File: src/rtl/fifo_pkg.sv
// Shared types and helpers for the FIFO read-side packer.
// The partial-word flush path is built only when FIFO_PACKER_FLUSH_EN is defined.
package fifo_pkg;

   localparam int DEF_DATA_WIDTH = 8;
   localparam int DEF_PACK_RATIO = 4;
   localparam int MAX_RATIO      = 32;

   typedef logic [DEF_DATA_WIDTH-1:0]                     lane_t;
   typedef logic [DEF_PACK_RATIO-1:0][DEF_DATA_WIDTH-1:0] word_t;

   // Mask with the lowest n_lanes bits set. Callers cast it down to their lane count.
   function automatic logic [MAX_RATIO-1:0] keep_mask(input int unsigned n_lanes);
      logic [MAX_RATIO-1:0] mask_v;
      if (n_lanes >= 32'(MAX_RATIO)) begin
         mask_v = {MAX_RATIO{1'b1}};
      end else begin
         mask_v = (MAX_RATIO'(1) << n_lanes) - MAX_RATIO'(1);
      end
      return mask_v;
   endfunction

endpackage

File: src/rtl/fifo_out_reg.sv
// One-entry valid/ready holding register for the packed output word.
// The payload is opaque here: data alone, or keep mask and data side by side.
module fifo_out_reg
   import fifo_pkg::*;
#(
   parameter int WIDTH = DEF_DATA_WIDTH * DEF_PACK_RATIO
) (
   input  logic             clk,
   input  logic             rst,
   input  logic             load,
   input  logic [WIDTH-1:0] load_payload,
   input  logic             out_ready,
   output logic             out_valid,
   output logic [WIDTH-1:0] out_payload
);

   // A load wins (and may coincide with an accept); an accept alone empties; otherwise hold.
   always_ff @(posedge clk or posedge rst) begin
      if (rst) begin
         out_valid   <= 1'b0;
         out_payload <= {WIDTH{1'b0}};
      end else if (load) begin
         out_valid   <= 1'b1;
         out_payload <= load_payload;
      end else if (out_ready) begin
         out_valid   <= 1'b0;
      end
   end

endmodule

File: src/rtl/fifo_packer.sv
// Pops narrow words from a show-ahead FIFO and packs PACK_RATIO of them into one wide word,
// lane 0 holding the oldest. Optional partial-word flush: define FIFO_PACKER_FLUSH_EN.
module fifo_packer
   import fifo_pkg::*;
#(
   parameter int  DATA_WIDTH = DEF_DATA_WIDTH,
   parameter int  PACK_RATIO = DEF_PACK_RATIO,
   localparam int CNT_WIDTH  = $clog2(PACK_RATIO)
) (
   input  logic                             clk,
   input  logic                             rst,
   input  logic                             fifo_empty,
   input  logic [DATA_WIDTH-1:0]            fifo_rdata,
   output logic                             fifo_ren,
   output logic                             out_valid,
   input  logic                             out_ready,
   output logic [DATA_WIDTH*PACK_RATIO-1:0] out_data,
   output logic [CNT_WIDTH-1:0]             fill
`ifdef FIFO_PACKER_FLUSH_EN
   ,
   input  logic                             flush,
   output logic [PACK_RATIO-1:0]            out_keep
`endif
);

   localparam int                   WORD_WIDTH = DATA_WIDTH * PACK_RATIO;
   localparam logic [CNT_WIDTH-1:0] LAST_LANE  = CNT_WIDTH'(PACK_RATIO - 1);

   // The final lane of a word never lands here; it goes straight from fifo_rdata into the word.
   logic [PACK_RATIO-2:0][DATA_WIDTH-1:0] lanes_r;
   logic [CNT_WIDTH-1:0]                  fill_r;
   logic                                  out_free_s;
   logic                                  last_lane_s;
   logic                                  blocked_s;
   logic                                  pop_s;
   logic                                  full_load_s;
   logic                                  load_s;
   logic [WORD_WIDTH-1:0]                 load_data_s;

   assign out_free_s  = !out_valid || out_ready;
   assign last_lane_s = (fill_r == LAST_LANE);
   assign pop_s       = !rst && !fifo_empty && !blocked_s && (!last_lane_s || out_free_s);
   assign full_load_s = pop_s && last_lane_s;
   assign fifo_ren    = pop_s;
   assign fill        = fill_r;

`ifdef FIFO_PACKER_FLUSH_EN
   logic                             flush_pend_r;
   logic                             flush_take_s;
   logic                             flush_set_s;
   logic [PACK_RATIO-1:0]            load_keep_s;
   logic [WORD_WIDTH+PACK_RATIO-1:0] out_payload_s;

   // A flush that completes a full word needs nothing extra; an empty accumulator is ignored.
   assign blocked_s    = flush_pend_r;
   assign flush_take_s = flush_pend_r && out_free_s;
   assign flush_set_s  = flush && !flush_pend_r && !full_load_s
                         && ((fill_r != {CNT_WIDTH{1'b0}}) || pop_s);
   assign load_s       = full_load_s || flush_take_s;

   // Choose the word entering the output register: completed word or flushed partial.
   always_comb begin
      load_data_s = {fifo_rdata, lanes_r};
      load_keep_s = {PACK_RATIO{1'b1}};
      if (flush_take_s) begin
         load_data_s = {{DATA_WIDTH{1'b0}}, lanes_r};
         load_keep_s = PACK_RATIO'(keep_mask(32'(fill_r)));
      end else begin
         load_data_s = {fifo_rdata, lanes_r};
         load_keep_s = {PACK_RATIO{1'b1}};
      end
   end

   assign {out_keep, out_data} = out_payload_s;

   fifo_out_reg #(
      .WIDTH        (WORD_WIDTH + PACK_RATIO)
   ) u_out_reg (
      .clk          (clk),
      .rst          (rst),
      .load         (load_s),
      .load_payload ({load_keep_s, load_data_s}),
      .out_ready    (out_ready),
      .out_valid    (out_valid),
      .out_payload  (out_payload_s)
   );
`else
   assign blocked_s = 1'b0;
   assign load_s    = full_load_s;

   // Only a completed word ever enters the output register.
   always_comb begin
      load_data_s = {fifo_rdata, lanes_r};
   end

   fifo_out_reg #(
      .WIDTH        (WORD_WIDTH)
   ) u_out_reg (
      .clk          (clk),
      .rst          (rst),
      .load         (load_s),
      .load_payload (load_data_s),
      .out_ready    (out_ready),
      .out_valid    (out_valid),
      .out_payload  (out_data)
   );
`endif

   // Accumulate popped lanes; wrap on the final lane; stale lanes stay, only the mask qualifies.
   always_ff @(posedge clk or posedge rst) begin
      if (rst) begin
         lanes_r      <= {(PACK_RATIO-1)*DATA_WIDTH{1'b0}};
         fill_r       <= {CNT_WIDTH{1'b0}};
`ifdef FIFO_PACKER_FLUSH_EN
         flush_pend_r <= 1'b0;
`endif
      end else begin
`ifdef FIFO_PACKER_FLUSH_EN
         if (flush_take_s) begin
            fill_r       <= {CNT_WIDTH{1'b0}};
            flush_pend_r <= 1'b0;
         end else if (flush_set_s) begin
            flush_pend_r <= 1'b1;
         end
`endif
         if (pop_s) begin
            if (last_lane_s) begin
               fill_r <= {CNT_WIDTH{1'b0}};
            end else begin
               lanes_r[fill_r] <= fifo_rdata;
               fill_r          <= fill_r + CNT_WIDTH'(1);
            end
         end
      end
   end

endmodule

File: config.mk
export PLATFORM = sky130hd
export DESIGN_NAME = fifo_packer
export DESIGN_NICKNAME = d
export VERILOG_FILES = /design/src/rtl/fifo_pkg.sv /design/src/rtl/fifo_out_reg.sv /design/src/rtl/fifo_packer.sv
export SDC_FILE = /design/constraint.sdc
export NUM_CORES = 1
export LEC_CHECK = 0
export CAP_MARGIN = 20
export CORE_MARGIN = 8
export CORE_UTILIZATION = 55
export DETAILED_ROUTE_END_ITERATION = 10
export PLACE_DENSITY = 0.81
export SYNTH_ARGS = -nofsm -noshare
export SYNTH_HDL_FRONTEND = slang
export SYNTH_SLANG_ARGS = --single-unit
File: constraint.sdc
create_clock -name clk -period 3 [get_ports clk]
set_input_delay 0.6 -clock clk [delete_from_list [all_inputs] [get_ports clk]]
set_output_delay 0.6 -clock clk [all_outputs]
set_load 0.01 [all_outputs]
==> results.json, run 1 <==
{
  "setup_violations": 0,
  "clk_pin_slew_ps": 70,
  "start_util_pct": 56.4,
  "area_delta_synth_final_pct": 29.0,
  "crit_path_frequent_cell": "clkdlybuf4s50_1",
  "dp_hpwl_um": 3250,
  "cap_violations": 0,
  "syn_area_per_cell_um2": 17.3,
  "die-height_um": 82.6,
  "ff_latch_area_mm2": 0.00148,
  "finalHoldViolations": 0,
  "drt_first_pass_iters": 2,
  "netlist_instances": 141,
  "die_area_mm2": 0.00682,
  "yosysMostFrequentCell": "dfrtp_1",
  "synthesis.nets": 157,
  "startpoint_type": "primary input",
  "cts.sinks": 59,
  "setup_slack_ps": 359,
  "timing.rr.end": "lanes_r[5]",
  "synth_top_area_share_pct": 60.5,
  "synth_top_area_cell": "dfrtp_1",
  "num_rows": 24,
  "fillers": 295,
  "path_buf_inv": 2,
  "worstPathCellList": "clkdlybuf4s50_1, nor2_2, o21a_1, clkdlybuf4s50_1",
  "ff2ff_path_depth": 4,
  "hold_buffers": 0,
  "crit_end": "fifo_ren",
  "nets": 211,
  "pre_cts_ws_ps": 364,
  "grt_busiest_layer": "met2",
  "fin_util_pct": 72.8,
  "grt_use_total_pct": 15.0,
  "viasPerCell": 5.25,
  "final_area_mm2": 0.00315,
  "skew_ps": 9.34,
  "clock_path_buffers": 2,
  "synth_cell_type_count": 14,
  "grtUsageMet1_pct": 17.5,
  "hold_path_class": "reg2reg",
  "path_delay_family": "buffers and inverters",
  "netlist_area_mm2": 0.00244,
  "synth_edf_count": 0,
  "setup.worst_path.end_class": "primary output",
  "cts_tree": "yes",
  "antenna_cells": 0,
  "placed_area_mm2": 0.00293,
  "drtAntennaViolNets": 0,
  "crit_arrival_ps": 2040,
  "synth_seq_cells": 59,
  "cts_root_buf": "clkbuf_8",
  "r2r_start": "fill[1]",
  "place_congestion": 0.664,
  "use_met2_pct": 23.3,
  "r2r_slack_ps": 1070,
  "grt_pass1_vias": 1466,
  "worstSetupPathType": "in2out",
  "finalMaxSlewViolations": 0,
  "insertion_delay_ps": 330,
  "ys_seq_area_share_pct": 60.5,
  "crit_start": "rst",
  "synth_warnings": 0,
  "final.min_clock_period_ps": 2640,
  "max-vdd-ir-drop_v": 0.000529,
  "grt_pass1_wl_um": 7470,
  "slew_headroom_pct": 59.1,
  "wirelength_um": 4520,
  "overflow": 0,
  "p_leak_uw": 0.00149,
  "layout_worst_path_cycle_share_pct": 88.0,
  "critPathSlowestCell": "clkdlybuf4s50_1",
  "post_cts_buffers": 0,
  "finalSetupTns_ps": 0,
  "synthArstFlopShare_pct": 100,
  "cp.depth": 4,
  "htreeDepth": 3,
  "use_met3_pct": 4.98,
  "vias": 1322,
  "netlist_top_cells_area": "dfrtp_1 61%, mux2_4 18%, mux2_2 13%",
  "synth_common_cells": "59 x dfrtp_1, 29 x mux2_4, 28 x mux2_2, 6 x buf_6",
  "ys.flop_type": "dfrtp_1",
  "cts-resized-gates": 0,
  "core_area_mm2": 0.00432,
  "multiInputGateArea_um2": 880,
  "drt_iter0_drc": 54,
  "worstMarginPinSlew_ps": 613,
  "status": "finished, final reports clean",
  "max_stage_delay_ps": 550,
  "ioPinCount": 48,
  "drive_gt1_share_pct": 39.5,
  "numCtsBuffers": 9,
  "antenna_found_initial": 0,
  "required_ps": 2400,
  "fmax_mhz": 379,
  "rsz0062_at_grt": "no",
  "grt_max_degree": 32,
  "power_density_mw_per_mm2": 1070,
  "crit_fanout": 3,
  "wire_per_inst_um": 17.9,
  "die_x_um": 82.6,
  "port_buffers": 47,
  "drcViolationCount": 0
}
==> cell type report <==
type | instances | share of cell area (%)
flip-flops and latches | 59 | 46.9
multi-input cells | 72 | 28.0
repair buffers | 49 | 15.8
clock buffers | 12 | 5.25
well taps | 52 | 2.07
clock inverters | 4 | 1.51
inverters | 4 | 0.477
==> how the worst min path moves through the flow <==
stage	from	to	slack (ps)	cells past startpoint
final	lanes_r[8]	u_out_reg.out_payload[8]	490	1
after global routing	lanes_r[9]	u_out_reg.out_payload[9]	510	1
after CTS	lanes_r[8]	u_out_reg.out_payload[8]	500	1
after detailed placement	lanes_r[5]	u_out_reg.out_payload[5]	490	1
after global placement	lanes_r[2]	u_out_reg.out_payload[2]	490	1
after floorplan	lanes_r[14]	u_out_reg.out_payload[14]	480	1
==> layer usage <==
metal	vias up	wire length, um
li1	595	-
met1	685	1910
met2	34	2240
met3	8	280
met4	0	88
met5	-	0
==> cell usage in the layout (no fill, tap or decap), types with 2 or more instances in the layout <==
cell,netlist,layout
and2_1,3,3
clkbuf_8,0,12
clkdlybuf4s50_1,0,47
clkinv_2,0,2
dfrtp_1,59,59
ha_1,4,4
inv_1,4,3
mux2_2,28,28
mux2_4,29,29
nand2_1,2,2
==> cells by family after synthesis <==
kind of cell	synth area share, %
adders and majority gates	2.05
muxes	30.8
buffers and inverters	3.39
DFF	60.5
AOI/OAI and AO/OA	0.513
and+or+nand+nor	2.72
==> flip-flops by register name, indices dropped and copies added, names as in the netlist <==
name                   cells
u_out_reg.out_valid        1
lanes_r                   24
u_out_reg.out_payload     32
fill                       2
==> through the flow <==
step	std cells	total power, uW	hold slack (ps)
2_1_floorplan	141	2050	477
3_3_place_gp	236	2580	486
3_5_place_dp	236	2650	492
4_1_cts	252	3410	501
5_1_grt	252	3550	512
6_report	252	3360	493
==> power by group <==
part | switching, uW | internal [uW] | total (uW)
clock | 298 | 448 | 746
combinational | 401 | 817 | 1220
sequential | 219 | 1180 | 1400
(Power assumes the default switching activity.)
==> inputs of run 2 (changes only) <==
Settings changed: CORE_UTILIZATION 55 to 46, PLACE_DENSITY 0.81 to 0.72, SYNTH_HIERARCHICAL set to 1.
Clock period 3 ns to 2.1 ns, I/O delays scaled along.
==> run 2 against run 1 <==
Effect of this change: sequential share of layout area down 3.8 points; total power grew 55%; global-route usage decreased by 1.3 points; critical path depth unchanged; core utilization down 9.9 points; wire length is 14% higher; sequential cell count did not move; synthesized area up 5.3%; worst setup slack worse by 250 ps; largest power group is now combinational logic.
==> results.json, run 2 <==
{
  "vias": 1408,
  "p_leak_uw": 0.00159,
  "critPathSlowestCell": "clkdlybuf4s50_1",
  "place_congestion": 0.716,
  "drcViolationCount": 0,
  "timing.rr.end": "u_out_reg/out_payload[18]",
  "antenna_cells": 0,
  "netlist_area_mm2": 0.00257,
  "status": "finished, final reports clean",
  "largest_register_ffs": 32,
  "ff2ff_path_depth": 6,
  "clk_pin_slew_ps": 60,
  "synth_simple_gate_area_share_pct": 1.27,
  "syn_area_per_cell_um2": 18.0,
  "layout_worst_path_cycle_share_pct": 94.9,
  "fmax_mhz": 502,
  "p_total_uw": 5190,
  "synth_top_area_cell": "dfrtp_1",
  "final_common_cell": "dfrtp_1",
  "nets": 230,
  "fin_util_pct": 62.9,
  "setup_violations": 0,
  "insertion_delay_ps": 320,
  "port_buffers": 47,
  "grt_pass1_wl_um": 8890,
  "die_area_mm2": 0.00823,
  "htreeDepth": 3,
  "skew_ps": 3.98,
  "setup_slack_ps": 107,
  "slew_headroom_pct": 77.7,
  "placed_area_mm2": 0.00321,
  "ioPinCount": 48,
  "netlist_top_cells_area": "dfrtp_1 58%, mux2_4 31%, buf_12 2.3%",
  "setup.worst_path.end_class": "primary output",
  "drt_first_pass_iters": 4,
  "synth_edf_count": 0,
  "hold_path_class": "in2async",
  "numCtsBuffers": 9,
  "final.min_clock_period_ps": 1990,
  "rsz0062_at_grt": "no",
  "synthArstFlopShare_pct": 100,
  "antenna_found_initial": 0,
  "path_delay_family": "buffers and inverters",
  "max-vdd-ir-drop_v": 0.000753,
  "wire_per_inst_um": 17.7,
  "final_area_mm2": 0.00342,
  "yosysMostFrequentCell": "dfrtp_1",
  "worstPathCellList": "clkdlybuf4s50_1, inv_1, a311oi_2, dlygate4sd2_1",
  "synth-adder-area-share_pct": 1.95,
  "drive_gt1_share_pct": 42.5,
  "cts_root_buf": "clkbuf_8",
  "power_density_mw_per_mm2": 1520,
  "ys.flop_type": "dfrtp_1",
  "cts.sinks": 59,
  "synth_warnings": 6,
  "cap_violations": 0,
  "drt_iter0_drc": 45,
  "startpoint_type": "primary input",
  "r2r_start": "fill[1]",
  "num_rows": 27,
  "synth_cell_type_count": 14,
  "grt_pass1_vias": 1635,
  "die-height_um": 90.7,
  "netlist_instances": 143,
  "worstMarginPinSlew_ps": 333,
  "overflow": 0,
  "synth_common_cells": "59 x dfrtp_1, 53 x mux2_4, 7 x inv_1",
  "synth_top_family_by_area": "multiplexers",
  "synth_top_area_share_pct": 57.5,
  "synth_seq_cells": 59,
  "max_stage_delay_ps": 480,
  "holdWs_ps": 460,
  "worstSetupPathType": "in2out",
  "finalHoldViolations": 0,
  "clock_path_buffers": 2,
  "die_x_um": 90.7,
  "dp_hpwl_um": 3760,
  "synth_compound_area_share_pct": 1.41,
  "drtAntennaViolNets": 0,
  "final_cell_mix": "59 x dfrtp_1, 53 x mux2_4, 46 x clkdlybuf4s50_1",
  "grt_use_total_pct": 13.7,
  "crit_arrival_ps": 1570,
  "grt_max_degree": 25,
  "ys_seq_area_share_pct": 57.5,
  "pre_cts_ws_ps": -203,
  "r2r_slack_ps": 250,
  "cts_tree": "yes",
  "required_ps": 1680,
  "path_buf_inv": 3,
  "synthXorXnorAreaFrac_pct": 0,
  "start_util_pct": 47.2,
  "core_area_mm2": 0.00544,
  "synthesis.nets": 159,
  "viasPerCell": 4.84,
  "finalMaxSlewViolations": 0,
  "area_delta_synth_final_pct": 33.3,
  "muxShareOfSynthArea_pct": 32.7,
  "wirelength_um": 5150,
  "crit_fanout": 2,
  "hold_buffers": 0,
  "top_register": "u_out_reg/out_payload"
}
run 2: power breakdown:
part           switching, uW  internal (uW)  leakage, uW  total [uW]
sequential               339           1690     0.000721        2030
clock                    404            647     0.000104        1050
combinational            669           1440     0.000766        2110
run 2: worst min-delay path, stage by stage:
cell and delay [ps]:
clkdlybuf4s50_1 440, buf_4 170, inv_1 100
run 2: metrics by stage:
stage	setup TNS [ps]	std cells
3_5_place_dp	-5980	274
2_1_floorplan	0	143
3_3_place_gp	-4840	274
6_report	0	291
4_1_cts	0	290
5_1_grt	0	291
run 2: logic make-up (layout without fill, tap and decap cells):
kind of cell	Yosys count	in the layout
DFF	59	59
and+or+nand+nor	5	5
adders and majority gates	4	4
muxes	57	57
AOI/OAI and AO/OA	4	4
buffers and inverters	14	90
run 2: repair_timing:
action / in CTS / in global routing
resized for setup: 1 / 0
pin swaps: 0 / 1
hold endpoints to repair: 0 / 0
endpoints found under the setup margin: 1 / 1
buffers inserted: 0 / 1
run 2: worst max path at each step:
stage,startpoint,to,slack [ps],cells past startpoint
2_1_floorplan,fill[0],u_out_reg/out_payload[0],160,6
3_3_place_gp,out_ready,u_out_reg/out_payload[24],-160,6
3_5_place_dp,out_ready,fifo_ren,-200,4
4_1_cts,fill[0],fifo_ren,10,3
5_1_grt,out_ready,fifo_ren,40,4
6_report,out_ready,fifo_ren,110,4
run 2: metal layers:
metal | wire (um) | global-route usage, %
met4 | 57 | 4.99
met3 | 334 | 5.49
met5 | 0 | 0
met1 | 2340 | 16.5
met2 | 2420 | 21.5
run 2: final cells by class:
| class | count | area [um2] |
|---|---|---|
| Timing Repair Buffer | 67 | 657 |
| Inverter | 7 | 26.3 |
| Sequential cell | 59 | 1480 |
| Clock buffer | 15 | 176 |
| Fill cell | 398 | 2020 |
| Tap cell | 72 | 90.1 |
| Clock inverter | 1 | 30.0 |
| Multi-Input combinational cell | 70 | 966 |
